$ cat src/rtl/lrf_pkg.sv
// Shared definitions for the similarity-pipeline frame sequencer.
// Holds the frame FSM state type, the default geometry/latency values and
// helpers that derive beats-per-row and beats-per-frame from the geometry.
package lrf_pkg;

    localparam int LRF_PIXELS_PER_BEAT = 16;
    localparam int LRF_IMAGE_DIM       = 512;
    localparam int LRF_PIPE_LATENCY    = 104;

    typedef enum logic [1:0] {
        ST_IDLE  = 2'd0,
        ST_RUN   = 2'd1,
        ST_FLUSH = 2'd2,
        ST_DONE  = 2'd3
    } lrf_state_e;

    function automatic int beats_per_row(input int pixels_per_beat, input int image_dim);
        return image_dim / pixels_per_beat;
    endfunction

    function automatic int beats_per_frame(input int pixels_per_beat, input int image_dim);
        return beats_per_row(pixels_per_beat, image_dim) * image_dim;
    endfunction

endpackage

$ cat src/rtl/lrf_tag_delay.sv
// Valid-tag delay line that travels alongside the stalled datapath.
// A DEPTH-deep 1-bit shift register that only moves when the pipeline
// advances, so the tag at the tail always describes the beat sitting in the
// pipeline output register.
// Ports:
//   clk      clock
//   aresetn  asynchronous active-low clear of every tag
//   i_en     advance: shift one position
//   i_din    tag entering the head (1 = real beat, 0 = flush/prologue)
//   o_tail   tag at the last position
module lrf_tag_delay #(
    parameter int DEPTH = 104
) (
    input  logic clk,
    input  logic aresetn,
    input  logic i_en,
    input  logic i_din,
    output logic o_tail
);

    logic [DEPTH-1:0] r_tag;
    logic [DEPTH-1:0] w_shift;

    genvar gi;
    generate
        for (gi = 0; gi < DEPTH; gi++) begin : g_shift
            if (gi == 0) begin : g_head
                assign w_shift[gi] = i_din;
            end else begin : g_body
                assign w_shift[gi] = r_tag[gi-1];
            end
        end
    endgenerate

    always_ff @(posedge clk or negedge aresetn) begin
        if (!aresetn) begin
            r_tag <= '0;
        end else if (i_en) begin
            r_tag <= w_shift;
        end
    end

    assign o_tail = r_tag[DEPTH-1];

endmodule

$ cat src/rtl/lrf_stream_ctrl.sv
// Frame-level sequencer for the stall-driven similarity pipeline.
// Produces the single pipe_stall shared by every stage, runs the input and
// output stream handshakes, tags each beat so prologue/flush beats never reach
// the consumer, and injects flush beats after the last input so the conv line
// buffers drain a whole frame.
// Ports:
//   clk, aresetn        clock / asynchronous active-low reset
//   start               begin a frame (only honoured in IDLE)
//   s_valid/s_ready     input beat handshake, s_last = producer end-of-frame
//   m_valid/m_ready     output beat handshake, m_last = last output of frame
//   pipe_stall          1 = every pipeline stage holds
//   pipe_flush          1 = datapath input muxes select zero
//   col_idx/row_idx     position of the beat entering now
//   busy, done          frame in progress / one-cycle end-of-frame pulse
//   err_last            sticky s_last mismatch, cleared by an accepted start
module lrf_stream_ctrl
    import lrf_pkg::*;
#(
    parameter int  PIXELS_PER_BEAT = LRF_PIXELS_PER_BEAT,
    parameter int  IMAGE_DIM       = LRF_IMAGE_DIM,
    parameter int  PIPE_LATENCY    = LRF_PIPE_LATENCY,
    localparam int BPR             = beats_per_row(PIXELS_PER_BEAT, IMAGE_DIM),
    localparam int BPF             = beats_per_frame(PIXELS_PER_BEAT, IMAGE_DIM),
    localparam int CW              = $clog2(BPR),
    localparam int RW              = $clog2(IMAGE_DIM),
    localparam int NW              = $clog2(BPF + 1)
) (
    input  logic          clk,
    input  logic          aresetn,
    input  logic          start,
    input  logic          s_valid,
    input  logic          s_last,
    output logic          s_ready,
    output logic          m_valid,
    input  logic          m_ready,
    output logic          m_last,
    output logic          pipe_stall,
    output logic          pipe_flush,
    output logic [CW-1:0] col_idx,
    output logic [RW-1:0] row_idx,
    output logic          busy,
    output logic          done,
    output logic          err_last
);

    lrf_state_e    r_state;
    lrf_state_e    w_state_next;
    logic [NW-1:0] r_in_cnt;
    logic [NW-1:0] r_out_cnt;
    logic [CW-1:0] r_col;
    logic [RW-1:0] r_row;
    logic          r_tail_taken;
    logic          r_err_last;

    logic w_tail;
    logic w_mvalid;
    logic w_out_free;
    logic w_advance;
    logic w_accept;
    logic w_out_hs;
    logic w_start_acc;
    logic w_in_last;
    logic w_out_last;

    assign w_in_last  = (r_in_cnt  == NW'(BPF - 1));
    assign w_out_last = (r_out_cnt == NW'(BPF - 1));

    // The output register may be overwritten when it is empty, already
    // consumed, or being consumed this cycle.
    assign w_mvalid   = w_tail & ~r_tail_taken;
    assign w_out_free = ~w_tail | r_tail_taken | m_ready;
    assign w_advance  = ((r_state == ST_RUN) & s_valid & w_out_free)
                      | ((r_state == ST_FLUSH) & w_out_free);
    // In RUN every advance carries a new input beat, so bubbles never enter.
    assign w_accept    = (r_state == ST_RUN) & w_advance;
    assign w_out_hs    = w_mvalid & m_ready;
    assign w_start_acc = (r_state == ST_IDLE) & start;

    // Only RUN advances carry real beats; FLUSH advances shift in zero tags.
    lrf_tag_delay #(
        .DEPTH (PIPE_LATENCY)
    ) u_tag_delay (
        .clk     (clk),
        .aresetn (aresetn),
        .i_en    (w_advance),
        .i_din   (r_state == ST_RUN),
        .o_tail  (w_tail)
    );

    always_ff @(posedge clk or negedge aresetn) begin
        if (!aresetn) begin
            r_state <= ST_IDLE;
        end else begin
            r_state <= w_state_next;
        end
    end

    always_comb begin
        w_state_next = r_state;
        s_ready      = 1'b0;
        pipe_flush   = 1'b0;
        busy         = 1'b1;
        done         = 1'b0;
        m_valid      = w_mvalid;
        m_last       = w_mvalid & w_out_last;
        pipe_stall   = ~w_advance;
        col_idx      = r_col;
        row_idx      = r_row;
        err_last     = r_err_last;
        case (r_state)
            ST_IDLE: begin
                busy = 1'b0;
                if (start) begin
                    w_state_next = ST_RUN;
                end
            end
            ST_RUN: begin
                s_ready = w_out_free;
                if (w_accept && w_in_last) begin
                    w_state_next = ST_FLUSH;
                end
            end
            ST_FLUSH: begin
                pipe_flush = 1'b1;
                if (w_out_hs && w_out_last) begin
                    w_state_next = ST_DONE;
                end
            end
            ST_DONE: begin
                // start is deliberately not looked at here
                done         = 1'b1;
                w_state_next = ST_IDLE;
            end
            default: begin
                w_state_next = ST_IDLE;
            end
        endcase
    end

    always_ff @(posedge clk or negedge aresetn) begin
        if (!aresetn) begin
            r_in_cnt   <= '0;
            r_out_cnt  <= '0;
            r_col      <= '0;
            r_row      <= '0;
            r_err_last <= 1'b0;
        end else if (w_start_acc) begin
            r_in_cnt   <= '0;
            r_out_cnt  <= '0;
            r_col      <= '0;
            r_row      <= '0;
            r_err_last <= 1'b0;
        end else begin
            if (w_accept) begin
                r_in_cnt <= r_in_cnt + NW'(1);
                if (r_col == CW'(BPR - 1)) begin
                    r_col <= '0;
                    r_row <= (r_row == RW'(IMAGE_DIM - 1)) ? '0 : r_row + RW'(1);
                end else begin
                    r_col <= r_col + CW'(1);
                end
                // The frame keeps going; the mismatch is only reported.
                if (s_last != w_in_last) begin
                    r_err_last <= 1'b1;
                end
            end
            if (w_out_hs) begin
                r_out_cnt <= r_out_cnt + NW'(1);
            end
        end
    end

    // A beat consumed while the pipe is held must not be shown again; the
    // next advance replaces the tail and clears the marker.
    always_ff @(posedge clk or negedge aresetn) begin
        if (!aresetn) begin
            r_tail_taken <= 1'b0;
        end else if (w_advance) begin
            r_tail_taken <= 1'b0;
        end else if (w_out_hs) begin
            r_tail_taken <= 1'b1;
        end
    end

endmodule

$ cat config.mk
export PLATFORM = sky130hd
export DESIGN_NAME = lrf_stream_ctrl
export DESIGN_NICKNAME = d
export VERILOG_FILES = /design/src/rtl/lrf_pkg.sv /design/src/rtl/lrf_tag_delay.sv /design/src/rtl/lrf_stream_ctrl.sv
export SDC_FILE = /design/constraint.sdc
export NUM_CORES = 1
export LEC_CHECK = 0
export BUFFER_PORTS_ARGS = -buffer_cell sky130_fd_sc_hd__buf_2
export CORE_UTILIZATION = 40
export CTS_CLUSTER_DIAMETER = 40
export DETAILED_ROUTE_END_ITERATION = 7
export GPL_ROUTABILITY_DRIVEN = 1
export PLACE_DENSITY = 0.56
export SLEW_MARGIN = 15
export SYNTH_ARGS = -nofsm -noshare
export SYNTH_HDL_FRONTEND = slang
export SYNTH_SLANG_ARGS = --single-unit
$ cat constraint.sdc
create_clock -name clk -period 3.55 [get_ports clk]
set_input_delay 0.71 -clock clk [delete_from_list [all_inputs] [get_ports clk]]
set_output_delay 0.71 -clock clk [all_outputs]
set_load 0.1 [all_outputs]
After elaboration in Yosys (flattened, before gate mapping)
Index checks and enable logic that the tools add are counted.

Multiplexer cells: 24. Bitwise gates (word level): 14. $add $sub $neg: 4. Eq/ne operators: 11. Reduce and logical (&&, ||, !) cells: 11.

Operators with widths (number): 15-bit two-way mux (4); 9-bit two-way mux (4); 15-bit by 1-bit adder with 15-bit output (second input constant) (2); 15-bit by 14-bit == test with 1-bit output (second input constant) (2); 5-bit two-way mux (3); 2-bit nonzero test (5); 9-bit by 1-bit adder with 9-bit output (second input constant) (1); 9-bit == test (second input constant) (1); 1-bit two-way mux (9); 1-bit AND (8); 2-bit one-hot mux with 4 select lines (1); 2-bit two-way mux (3); 5-bit by 1-bit adder with 5-bit output (second input constant) (1); 5-bit == test (second input constant) (1); 2-bit == test (second input constant) (2); 2-bit != test (second input constant) (2); 2-bit AND reduction (2); 1-bit inverter (3); 1-bit bitwise OR (3); 3-bit AND reduction (1); 2-bit by 1-bit == test with 1-bit output (second input constant) (1); 1-bit logical AND (2); 2-bit logical NOT (1); 2-bit by 1-bit != test with 1-bit output (second input constant) (1); 1-bit != test (1).

Input port bits: 6. Bits in registers: 152. Word-level logic and storage cells: 72.

Longest topological paths before layout
Depth in word-level cells: 9. Depth in mapped cells: 9. Depth with buffers taken out: 8.

By module
Synthesis repeated with hierarchy kept, for this count alone.

Cells, all modules: 489. Area, all modules: 6646.4 µm².

By module, submodules not included: lrf_tag_delay (area an instance 4112.7 µm², seq. area each 2602.5 µm², cells an instance 220, instances 1); lrf_stream_ctrl (area an instance 2533.7 µm², seq. area each 1201.2 µm², cells an instance 269, instances 1).

Least setup slack after synthesis
OpenSTA, ideal clock, no wires.

Path kind: reg2reg. Start: register r_row[0] (netlist: row_idx[0]). End: register r_row[5] (netlist: row_idx[5]). Library setup time: 78 ps. Data required time: 3472 ps. Cell stages (with the launch flop): 10. Buffers on the path: 1. Arrival: 2829 ps. Clock period less this slack: 2907 ps. Slack: 643 ps. Cell sequence: dfrtp_1 > ha_1 > and3_1 > and3_1 > and3_1 > ha_1 > clkbuf_1 > nor2_4 > or4b_1 > a21oi_1.

Cells in the longest elaborated chain, start to end: 5.

RTL lines: start: declaration (RTL line lrf_stream_ctrl.sv:51) `logic [RW-1:0] r_row;`; start signal: assignment (RTL line lrf_stream_ctrl.sv:158) `r_row <= (r_row == RW'(IMAGE_DIM - 1)) ? '0 : r_row + RW'(1);`; 9-bit by 1-bit adder with 9-bit output / 9-bit == test (equally long branches) (RTL line lrf_stream_ctrl.sv:158); 9-bit two-way mux * (RTL line lrf_stream_ctrl.sv:158); 9-bit two-way mux * (RTL line lrf_stream_ctrl.sv:156) `if (r_col == CW'(BPR - 1)) begin`; 9-bit two-way mux * (RTL line lrf_stream_ctrl.sv:154) `if (w_accept) begin`; 9-bit two-way mux * (RTL line lrf_stream_ctrl.sv:147) `end else if (w_start_acc) begin`.

Every way passes the cells marked *; elsewhere a longest branch is shown, timed or not. The select of a mux whose other input is x is not followed. A chain may end at the register's enable or synchronous reset.

Worst setup path after layout
Start: register r_out_cnt[6]. End: output port m_last.

Cells in the longest elaborated chain, start to end: 2.

RTL lines: start: declaration (RTL line lrf_stream_ctrl.sv:49) `logic [NW-1:0] r_out_cnt;`; start signal: assignment (RTL line lrf_stream_ctrl.sv:168) `r_out_cnt <= r_out_cnt + NW'(1);`; 15-bit by 14-bit == test with 1-bit output (RTL line lrf_stream_ctrl.sv:66) `assign w_out_last = (r_out_cnt == NW'(BPF - 1));`; 1-bit AND (RTL line lrf_stream_ctrl.sv:105) `m_last = w_mvalid & w_out_last;`; end: declaration (RTL line lrf_stream_ctrl.sv:36) `output logic m_last,`.

No other way between the ends.

==> summary.txt <==
Run status
  • Status: finished, final reports clean

GRT
  • Initial antenna violation count: 0
  • Vias in the first global route: 4,557
  • GR Layer Usage met2: 26.09%
  • Remaining Overflow, GRT: 0
  • Global Route Usage Sum: 15.79%
  • Top Usage Layer GRT: met2
  • Grt met1 use: 19.39%
  • First-pass GRT wire length: 20.86 mm
  • Largest net degree at the start of global routing: 104
  • Met3 Use GR: 4.666%

Pwr
  • Combinational power share: 26.5%
  • Sw Share: 36.49%
  • Static Leak: 3.994 nW
  • Switching pwr: 1.902 mW
  • VDD IR max: 0.6453 mV
  • Total Power: 5.211 mW
  • Seq pwr share: 38.4%
  • P per Cell Area: 700.4 nW/um^2
  • Internal Pwr Total: 3.310 mW
  • Clk pwr share: 35.1%

Placed design
  • DPL Wire Length: 7.145 mm
  • Dpl cell area: 6832 sq um
  • # placed instances: 933
  • Port Buffer Count: 27
  • Routability cong.: 0.7968

Worst setup path
  • Critical Path End Type: output port
  • Worst Path Max Fanout: 5
  • Worst Path Arrival: 1.99 ns
  • Setup CP Type: reg -> out
  • Worst EP required: 2.84 ns
  • Worst setup SP type: register

Die
  • Core area: 15,890 sq um
  • Initial Utilization: 40.93%
  • Io pins: 28
  • Die W: 129.5 um
  • Row cnt: 46
  • Die height: 129.5 um
  • Die ar.: 16,770 sq um

Timing
  • Fmax: 0.3706 GHz
  • Slew Viols, Final: 0
  • Final worst clock skew: 0.004972 ns
  • Worst relative slew slack: 32.68%
  • RSZ-0062 raised after global routing: false
  • Setup TNS Final: 0 ns
  • Fin. Hold Viols: 0
  • Minimum clock period: 2.699 ns
  • Endpoints failing setup: 0
  • Worst slew pin tran: 1.010 ns
  • Final Cycle Share: 76.02%

Clock network
  • Clock slew at reported path FFs: 0.06 ns
  • TritonCTS clock tree: built
  • Clock Path Buffers: 2
  • Post-CTS Setup Bufs: 0
  • Total CTS buffers: 17
  • H-tree depth: 4
  • Resize count post-CTS: 0
  • Sink Count: 152
  • Hold_buf cts: 0
  • Worst-Skew Late Latency: 0.41 ns
  • Root Buffer: clkbuf_16

Job
  • MaxCap Viol Count: 0

Cells and area
  • Finished Layout Cells: 963
  • Final Cell Area: 7441 sq um
  • Area Growth Syn to Fin: 14.43%
  • ANT cells: 0
  • Share of layout cells above drive strength 1: 10.17%
  • Fillers: 1,523
  • NumNets Final: 753
  • Post-layout util: 46.84%

Synth
  • Dominant cell type by area after synthesis: dfrtp_1
  • Post-synthesis register bit count: 152
  • Synth top area share: 58.50%
  • Main synth FF type: dfrtp_1
  • EDFF count, synth: 0
  • Post-synthesis net count: 732
  • Synth area leaders: dfrtp_1, nand2_1, nor2_1, xor2_1, ha_1
  • Register area share after synthesis: 58.50%
  • Average size of a mapped cell: 9.094 sq um
  • Syn. warnings: 0
  • Syn Inst Count: 715
  • Asr flop ratio synth: 100.0%
  • Post-Syn Area: 6502 sq um
  • Synth cell types: 44

Routing
  • Remaining DRCs: 0
  • ANT nets after route: 0
  • Router iterations before antenna repair: 4
  • WL final: 11.66 mm
  • Vias: 4,611
  • Vias per cell: 4.788
  • Initial DRC count: 324
  • Wirelength per Cell: 12.11 um

Worst hold path
  • Hold WC Path Type: in -> async
sequential cells by signal (all words and copies together) (netlist names):
signal             cells
u_tag_delay.r_tag    104
r_in_cnt              15
r_out_cnt             15
row_idx                9
col_idx                5
r_state                2
err_last               1
r_tail_taken           1
power by group through the flow:
stage / Sequential [mW] / Clock, mW / Combinational, mW
detailed placement: 2.03 / 0 / 1.39
global route: 2.02 / 1.95 / 1.53
floorplan: 2.13 / 0 / 1.02
global placement: 2.02 / 0 / 1.37
CTS: 2.00 / 1.88 / 1.40
finish: 2.00 / 1.83 / 1.38
worst paths after layout:
kind	to	startpoint	slack, ns	depth (start not counted)
worst min register to register	u_tag_delay.r_tag[79]	u_tag_delay.r_tag[78]	0.46	2
worst max-delay path	m_last	r_out_cnt[6]	0.85	4
max in group asynchronous	r_out_cnt[6]	aresetn	2.42	2
worst min-delay path	r_in_cnt[12]	aresetn	0.31	1
min in group clk	u_tag_delay.r_tag[79]	u_tag_delay.r_tag[78]	0.46	2
worst max register to register	row_idx[5]	row_idx[0]	1.10	8
worst max-delay path, stage by stage, from the launching register on:
cell	delay, ns
dfrtp_1	0.41
nand4_1	0.18
nor3_1	0.32
and3_1	0.23
buf_2	0.43
metal layers:
metal	vias to the layer above	routed length, um
met4	0	235
met3	19	431
met1	2224	5527
li1	2305	-
met5	-	0
met2	63	5465
per-stage QoR:
step	hold WS, ns	setup slack, ns
3_3_place_gp	0.4476	1.096
4_1_cts	0.3557	0.8176
3_5_place_dp	0.4496	1.049
5_1_grt	0.3916	0.6946
6_report	0.3147	0.8513
2_1_floorplan	0.4144	0.6432
final cells by class:
cell class	count	area [sq um]	area share, %
clock buffers	24	521.8	7.012
clock inverters	6	87.58	1.177
inverters	8	30.03	0.4036
multi-input cells	524	2514	33.78
flip-flops and latches	152	3804	51.12
well taps	216	270.3	3.632
repair buffers	33	214.0	2.875
layout by cell type, fill, tap and decap left out, types with 5 or more instances in the layout:
cell type,instances
xnor2_1,10
ha_1,11
o21ai_0,9
nand3_1,13
nand4_1,8
inv_1,7
nand2_1,334
buf_2,25
xor2_1,18
buf_4,5
nor3_1,8
nor2_1,45
and3_1,11
clkbuf_8,7
nand3b_1,5
a21oi_1,18
clkbuf_16,17
dfrtp_1,152
Yosys cell counts (3+ instances only):
| master | instances |
|---|---|
| nor4_1 | 3 |
| nand3_1 | 13 |
| nand4_1 | 8 |
| nand2_1 | 334 |
| a31oi_1 | 3 |
| clkbuf_1 | 12 |
| nor3_1 | 8 |
| o21ai_0 | 9 |
| inv_1 | 7 |
| dfrtp_1 | 152 |
| buf_2 | 16 |
| ha_1 | 11 |
| and3_1 | 11 |
| xor2_1 | 18 |
| a21oi_1 | 18 |
| nand3b_1 | 5 |
| nor2_1 | 46 |
| xnor2_1 | 10 |
cells by family after synthesis:
family          synth area share [%]
flops                          58.50
xor+xnor                       3.771
compound gates                 3.117
simple gates                   29.04
fa+ha+maj                      2.117
mux                           0.5003
buf+inv                        2.963
No activity file was read; power rests on OpenSTA's default activity.
